### config.mk
export PLATFORM = sky130hd
export DESIGN_NAME = fp_divide
export DESIGN_NICKNAME = d
export VERILOG_FILES = /design/src/rtl/fp_divide.sv
export SDC_FILE = /design/constraint.sdc
export NUM_CORES = 1
export LEC_CHECK = 0
export ABC_AREA = 0
export BUFFER_PORTS_ARGS = -buffer_cell sky130_fd_sc_hd__clkbuf_2
export CAP_MARGIN = 25
export CORE_MARGIN = 8
export CORE_UTILIZATION = 63
export CTS_CLUSTER_SIZE = 10
export DETAILED_ROUTE_END_ITERATION = 8
export PLACE_DENSITY_LB_ADDON = 0.1
export RECOVER_POWER = 25
export SYNTH_ARGS = -nofsm -noshare
export SYNTH_HDL_FRONTEND = slang
export SYNTH_SLANG_ARGS = --single-unit
### constraint.sdc
create_clock -name clk -period 6.3 [get_ports clk]
set_input_delay 0 -clock clk [delete_from_list [all_inputs] [get_ports clk]]
set_output_delay 0 -clock clk [all_outputs]
set_load 0.02 [all_outputs]
### src/rtl/fp_divide.sv
`default_nettype none
// +----------------------------------------------------------------------------+
// | fp_divide : sequential IEEE-754 single-precision divider, result truncated  |
// | Revision  : 1.0                                                             |
// +----------------------------------------------------------------------------+
module fp_divide #(
  parameter int QBITS = 25
) (
  input  logic        clk,
  input  logic        n_rst,
  input  logic        div_start,
  input  logic [31:0] op1,
  input  logic [31:0] op2,
  output logic        div_busy,
  output logic        div_done,
  output logic [31:0] div_result,
  output logic        div_overflow,
  output logic        div_by_zero
);

  typedef enum logic [1:0] {
    S_IDLE = 2'd0,
    S_CALC = 2'd1,
    S_NORM = 2'd2
  } state_t;

  localparam logic [4:0] c_last_iter = 5'(QBITS - 1);

  state_t      r_state;
  state_t      w_next;
  logic        r_s1;
  logic        r_s2;
  logic [7:0]  r_e1;
  logic [7:0]  r_e2;
  logic [23:0] r_m2;
  logic [25:0] r_rem;
  logic [QBITS-1:0] r_q;
  logic [4:0]  r_cnt;

  logic               w_sign;
  logic signed [9:0]  w_exp;
  logic [22:0]        w_frac;
  logic [31:0]        w_result;
  logic               w_ovf;
  logic               w_dbz;

  always_ff @(posedge clk or negedge n_rst) begin
    if (!n_rst) r_state <= S_IDLE;
    else        r_state <= w_next;
  end

  always_comb begin
    w_next = r_state;
    case (r_state)
      S_IDLE:  if (div_start) w_next = S_CALC;
      S_CALC:  if (r_cnt == c_last_iter) w_next = S_NORM;
      S_NORM:  w_next = S_IDLE;
      default: w_next = S_IDLE;
    endcase
  end

  // Special cases take priority over the normalised quotient, divide-by-zero first.
  always_comb begin
    w_sign = r_s1 ^ r_s2;
    w_exp  = $signed({2'b00, r_e1}) - $signed({2'b00, r_e2})
           + (r_q[QBITS-1] ? 10'sd127 : 10'sd126);
    w_frac = r_q[QBITS-1] ? r_q[QBITS-2:1] : r_q[QBITS-3:0];
    w_ovf  = 1'b0;
    w_dbz  = 1'b0;
    if (r_e2 == 8'd0) begin
      w_result = {w_sign, 8'hFF, 23'd0};
      w_dbz    = 1'b1;
    end else if (r_e1 == 8'd0) begin
      w_result = {w_sign, 31'd0};
    end else if (w_exp >= 10'sd255) begin
      w_result = {w_sign, 8'hFF, 23'd0};
      w_ovf    = 1'b1;
    end else if (w_exp <= 10'sd0) begin
      w_result = {w_sign, 31'd0};
    end else begin
      w_result = {w_sign, w_exp[7:0], w_frac};
    end
  end

  always_ff @(posedge clk or negedge n_rst) begin
    if (!n_rst) begin
      r_s1         <= 1'b0;
      r_s2         <= 1'b0;
      r_e1         <= 8'd0;
      r_e2         <= 8'd0;
      r_m2         <= 24'd0;
      r_rem        <= 26'd0;
      r_q          <= '0;
      r_cnt        <= 5'd0;
      div_busy     <= 1'b0;
      div_done     <= 1'b0;
      div_result   <= 32'd0;
      div_overflow <= 1'b0;
      div_by_zero  <= 1'b0;
    end else begin
      div_done <= 1'b0;
      case (r_state)
        S_IDLE: begin
          if (div_start) begin
            r_s1     <= op1[31];
            r_s2     <= op2[31];
            r_e1     <= op1[30:23];
            r_e2     <= op2[30:23];
            r_m2     <= {op2[30:23] != 8'd0, op2[22:0]};
            r_rem    <= {2'b00, op1[30:23] != 8'd0, op1[22:0]};
            r_q      <= '0;
            r_cnt    <= 5'd0;
            div_busy <= 1'b1;
          end
        end
        S_CALC: begin
          if (r_rem >= {2'b00, r_m2}) begin
            r_q   <= {r_q[QBITS-2:0], 1'b1};
            r_rem <= (r_rem - {2'b00, r_m2}) << 1;
          end else begin
            r_q   <= {r_q[QBITS-2:0], 1'b0};
            r_rem <= r_rem << 1;
          end
          r_cnt <= r_cnt + 5'd1;
        end
        S_NORM: begin
          div_result   <= w_result;
          div_overflow <= w_ovf;
          div_by_zero  <= w_dbz;
          div_done     <= 1'b1;
          div_busy     <= 1'b0;
        end
        default: ;
      endcase
    end
  end

endmodule
`default_nettype wire

**Word-level counts from Yosys, hierarchy flattened**

Index checks and enable logic that the tools add are counted.

- Memories kept: 0
- RAM bits: 0
- Bits in registers: 136
- ROM bits: 0
- Latch bits: 0

- Mux-type cells: 24
- Bitwise logic cells: 1
- Add/subtract/negate cells: 4
- Multipliers: 0
- Shifts and indexed selects: 0
- Equality and inequality tests: 5
- Divide/modulo/power cells: 0
- $lt $le $gt $ge: 3
- Reduce and logical (&&, ||, !) cells: 11

Operators with widths:

| operator | count |
|---|---|
| $mux 31 | 4 |
| $mux 26 | 2 |
| $pmux 26 s2 | 1 |
| $pmux 25 s2 | 1 |
| $ge 26x24->1 | 1 |
| $mux 25 | 1 |
| $sub 25x24->25 | 1 |
| $mux 23 | 1 |
| $logic_not 8->1 | 2 |
| $reduce_bool 8->1 | 2 |
| $add 9x8->10 | 1 |
| $ge 10x9->1 const B | 1 |
| $le 10x1->1 const B | 1 |
| $pmux 5 s2 | 1 |
| $sub 8x8->9 | 1 |
| $mux 1 | 8 |
| $reduce_and 2->1 | 4 |
| $add 5x1->5 const B | 1 |
| $eq 5x5->1 const B | 1 |
| $mux 5 | 1 |
| $mux 2 | 2 |
| $ne 2x2->1 const B | 2 |
| $pmux 2 s2 | 1 |
| $reduce_bool 2->1 | 2 |
| other kinds (5) | 5 |

**Longest topological paths before layout**

- Depth in word-level cells: 7
- Depth in mapped cells: 14
- Mapped depth without buffers: 13

**Least setup slack after synthesis**

Ideal clock, no wire load.

- Path type: flip-flop to flip-flop
- Start: register r_e1[0]
- End: register div_result[29]
- Data required time: 6.174 ns
- Arrival: 3.090 ns
- Library setup time: 0.126 ns
- Cell stages (with the launch flop): 14
- Period minus slack after synthesis: 3.216 ns
- Slack: 3.084 ns
- Buffers on the path: 0
- Path through: dfrtp_1 > inv_1 > ha_1 > inv_1 > fa_1 > inv_1 > ha_1 > xnor2_1 > nor3_1 > mux2_1 > and3b_2 > a211o_1 > a211o_1 > a221o_1

- Longest elaborated chain between the ends: 7
- Elaborated cells between the ends (all ways): 9

Ends and longest elaborated chain:

| what | RTL line | RTL |
|---|---|---|
| start: declaration | 33 | `logic [7:0] r_e1;` |
| start signal: assignment | 107 | `r_e1 <= op1[30:23];` |
| $sub 8x8->9 | 65 | `w_exp = $signed({2'b00, r_e1}) - $signed({2'b00, r_e2})` |
| $add 9x8->10 | 66 | `+ (r_q[QBITS-1] ? 10'sd127 : 10'sd126);` |
| $le 10x1->1 | 78 | `end else if (w_exp <= 10'sd0) begin` |
| $mux 31 | 78 |  |
| $mux 31 | 75 | `end else if (w_exp >= 10'sd255) begin` |
| $mux 31 (*) | 73 | `end else if (r_e1 == 8'd0) begin` |
| $mux 31 (*) | 70 | `if (r_e2 == 8'd0) begin` |
| end signal: assignment | 127 | `div_result <= w_result;` |
| end: declaration | 16 | `output logic [31:0] div_result,` |

Every way passes the cells marked *; elsewhere a longest branch is shown, timed or not.
A chain may end at the register's enable or synchronous reset.

**Worst setup path in the final report**

- Start: register r_e1[0]
- End: register div_result[13]

The elaborated chain is that of the path after synthesis.

==> out/summary.md <==
The run finished, with violations left. The checks that failed: capacitance limit, slew limit. Of the cells placed in the final design, the portion with a size suffix greater than 1 is 15.8%. The logs give 0.00704 ns for the worst clock skew on the final layout and 532 for the DRC marker count from the first detailed-route iteration. The die is 128 um wide.

Total of fill cells in the finished design: 861. The number of instances resized during post-cts repair was 0. The first global-routing pass estimated 35.3 mm of wire. The worst-path cell with the longest stage delay was sky130_fd_sc_hd__o41ai_1. Setup violations remaining at the end of the flow were counted as 0.

The core outline area is 12500 um^2. Yosys instantiated no cell more often than sky130_fd_sc_hd__nand2_1. The logs give 0 for the post-CTS setup buffer count and 0.256 GHz for the maximum frequency from static timing analysis. TritonCTS built the clock tree. The number of nets in the synthesized netlist is 968.

The share of synthesized area in the top cell type comes to 43.0%. Along the worst path, the maximum fanout reaches 23. For this run the aggregate overflow at the end of global routing stands at 0. No sink is reached through more buffers than the 2 on the longest clock path.

The die is 128 um tall. The most numerous cell type found on the critical path is sky130_fd_sc_hd__inv_1. Critical path class: register to register. The number of buffers inserted by port buffering came out at 102. Of all cell types, the one taking the most synthesized area is sky130_fd_sc_hd__dfrtp_1. The routability-driven placement congestion ratio came out at 0.962. The type of destination of the critical path is a register. The count of distinct cell types in the synthesized netlist came out at 72. For this run, the leading register cell type out of synthesis is sky130_fd_sc_hd__dfrtp_1. For the number of endpoints with negative hold slack in the final report, the log shows 0. STA classifies the critical path startpoint as a register.

Counting instances in the post-synthesis netlist gives the leading cell types as sky130_fd_sc_hd__nand2_1 (151), sky130_fd_sc_hd__dfrtp_1 (136), sky130_fd_sc_hd__o21ai_0 (66). Compared with the post-synthesis result, the final layout area differs by 23.7%. The max capacitance violation total was 1; the data arrival time at the worst-slack endpoint was 4.21 ns. The logic depth of the worst register-to-register path was 13.

The aggregate global-route resource usage was 26.7%; the TritonCTS sink count was 136. The tools report the number of top-level pins as 103. In this run the remaining antenna-violating nets after routing total 0. The peak supply drop was 0.455 mV; the row count was 41. Setup slack closes at 2.39 ns. Prior to clock tree synthesis, the placed netlist has a worst setup slack of 2.42 ns. The number of H-tree branching levels was 4; the clock period minus worst slack was 3.91 ns. The first detailed-routing pass ran for 6 iterations. After the last flow step, the layout net total stands at 1119. Largest net degree at the start of global routing: 81. Using the TritonRoute via totals, the vias-per-cell ratio works out to 6.09. The finished layout holds 1199 standard cells, fillers aside. Setup repair after global routing left no endpoint under its margin. Counting flops and latches in the post-synthesis netlist gives 136. On the worst path, the slowest cell contributes a delay of 0.56 ns.

The clock insertion delay at the later pin of the skew report was 0.43 ns. Headroom to the max-slew limit came out at -112%. Yosys attributes the largest share of cell area to sky130_fd_sc_hd__dfrtp_1 (43%), sky130_fd_sc_hd__nand2_1 (7.2%), sky130_fd_sc_hd__ha_1 (5.7%), sky130_fd_sc_hd__o21ai_0 (4.2%), sky130_fd_sc_hd__mux2i_1 (3.3%). The setup total negative slack is 0 ns.

Walking the worst path, the cells encountered are inv_1 -> ha_1 -> inv_1 -> fa_1 -> a211oi_2 -> o21a_1 -> o211ai_1 -> o21ai_0 -> o22ai_1 -> a221oi_1 -> buf_4 -> nand2_1 -> o41ai_1. The logs give 0 for the number of warnings reported in the yosys synthesis log and 4.59 nW for the leakage power. The mapped netlist covers 7920 um^2.

The number of antenna violations at the first check in global routing came out at 1. In the routed design, unresolved DRC markers number 0. Broken down by cell family, the worst path's largest delay share belongs to compound AO/OA/AOI/OAI gates.

In the synthesized netlist the async set-or-reset flop fraction comes to 100%. The number of buffers added by the clock tree synthesis step was 17. The clock input transition at the sequential cells of the worst setup and hold paths works out to 0.06 ns.

Once placement completed, the tool counted placed cells totaling 1099. The count of final max-slew check failures is 58. For the worst setup path, the data required time is 6.60 ns. The run gives 16400 um^2 as the full die area. Once detailed placement completed, the half-perimeter wirelength came to 14.0 mm. The sequential cell area fraction in the yosys report is 43.0%.

The mean area per synthesized cell was 9.18 um^2. In this run the power density over the cells is 659 nW/um^2. Counting instances, the worst hold path has a depth of 3. Root buffer cell: sky130_fd_sc_hd__clkbuf_16. The post-route clock period utilization came out at 62.1%.

The class of the worst hold path was input port to register. The total routed wirelength is 21.4 mm. The tools report the via count of the first global-routing pass as 7319.

Counting every instance in the synthesized netlist gives 863. The starting density of the core was 63.5%; the buffering stage count on the worst path with inverters included was 3. The routed length per placed instance was 17.9 um. At the pin with the least slew margin, the transition time is 3.18 ns. Across all layers, the routed design uses 7307 vias. The synthesized design contains 0 enable-type register cells. The critical path crosses 13 cells after its start point.
## area by class of cell
type | count | area, um^2 | area share, %
multi-input combinational | 632 | 4160 | 42.5
sequential | 136 | 3400 | 34.7
timing repair buffer | 179 | 1290 | 13.1
clock buffer | 18 | 429 | 4.38
tap | 172 | 215 | 2.20
inverter | 48 | 180 | 1.84
clock inverter | 13 | 123 | 1.25
antenna | 1 | 2.50 | 0.0255
## placed cells by master, fill, tap and decap left out, types with 13 or more instances in the layout
cell / n
sky130_fd_sc_hd__a22o_1: 24
sky130_fd_sc_hd__nor3_1: 19
sky130_fd_sc_hd__o41ai_1: 13
sky130_fd_sc_hd__a21oi_1: 48
sky130_fd_sc_hd__nand2_1: 151
sky130_fd_sc_hd__xnor2_1: 15
sky130_fd_sc_hd__a31oi_1: 18
sky130_fd_sc_hd__clkbuf_1: 19
sky130_fd_sc_hd__clkbuf_2: 85
sky130_fd_sc_hd__mux2i_1: 26
sky130_fd_sc_hd__dlygate4sd3_1: 65
sky130_fd_sc_hd__inv_1: 48
sky130_fd_sc_hd__o21ai_0: 66
sky130_fd_sc_hd__clkbuf_16: 17
sky130_fd_sc_hd__nor2_1: 36
sky130_fd_sc_hd__ha_1: 36
sky130_fd_sc_hd__dfrtp_1: 136
## path summary, 6_finish.rpt
| path | from | to | slack (ns) |
|---|---|---|---|
| max in group asynchronous | n_rst | r_m2[20] | 3.25 |
| worst max register to register | r_e1[0] | div_result[13] | 2.39 |
| worst min-delay path | div_start | div_busy | 0.21 |
| min in group asynchronous | n_rst | r_e1[6] | 1.17 |
| worst min register to register | div_result[10] | div_result[10] | 0.48 |
| worst max-delay path | r_e1[0] | div_result[13] | 2.39 |
## flip-flops by register name, indices dropped and copies added, names as in the netlist
| register | count |
|---|---|
| div_busy | 1 |
| div_by_zero | 1 |
| div_done | 1 |
| div_overflow | 1 |
| div_result | 32 |
| r_cnt | 5 |
| r_e1 | 8 |
| r_e2 | 8 |
| r_m2 | 24 |
| r_q | 25 |
| r_rem | 26 |
| r_s1 | 1 |
| r_s2 | 1 |
| r_state | 2 |
## worst min-delay path: stages
cell and delay, ns:
sky130_fd_sc_hd__clkbuf_2 0.13, sky130_fd_sc_hd__nand2_1 0.32, sky130_fd_sc_hd__nand2_1 0.14
## per-layer routing
| layer | vias up | wire length, um | track usage [%] |
|---|---|---|---|
| met4 | 0 | 664 | 12.5 |
| met3 | 65 | 1230 | 5.78 |
| li1 | 3424 | - | - |
| met2 | 288 | 10900 | 46.0 |
| met5 | - | 0 | 0 |
| met1 | 3530 | 8650 | 31.2 |
## logic make-up (layout without fill, tap and decap cells)
| family | Yosys count | after routing | share of synthesized area, % |
|---|---|---|---|
| AO/OA/AOI/OAI | 255 | 255 | 22.6 |
| adder cells (fa/ha/maj) | 38 | 38 | 6.19 |
| multiplexers | 31 | 31 | 4.00 |
| buffers and inverters | 95 | 258 | 4.85 |
| XOR/XNOR | 21 | 21 | 2.51 |
| other | 0 | 1 | 0 |
| flip-flops | 136 | 136 | 43.0 |
| AND/OR/NAND/NOR | 287 | 287 | 16.9 |
## repair_timing
| action | in CTS | in global routing |
|---|---|---|
| hold buffers | 65 | 0 |
| hold endpoints to repair | 121 | 0 |
| endpoints found under the setup margin | 0 | 0 |
## power breakdown
group          internal, mW  switching [mW]  total (mW)
Clock                 0.544           0.395       0.939
Sequential             1.25           0.266        1.51
Combinational          1.61            2.39        4.00
## stage by stage
| step | cell area [um^2] | hold WS (ns) | util [%] | power, mW |
|---|---|---|---|---|
| CTS | 9750 | 0.177 | 78.2 | 6.32 |
| global placement | 8530 | 0.0918 | 68.4 | 5.15 |
| floorplan | 7920 | -0.296 | - | 4.49 |
| global route | 9800 | 0.194 | 78.6 | 6.94 |
| detailed placement | 8550 | 0.0996 | 68.6 | 5.30 |
| finish | 9800 | 0.213 | 78.6 | 6.46 |
Power figures use the tool's default switching activity.
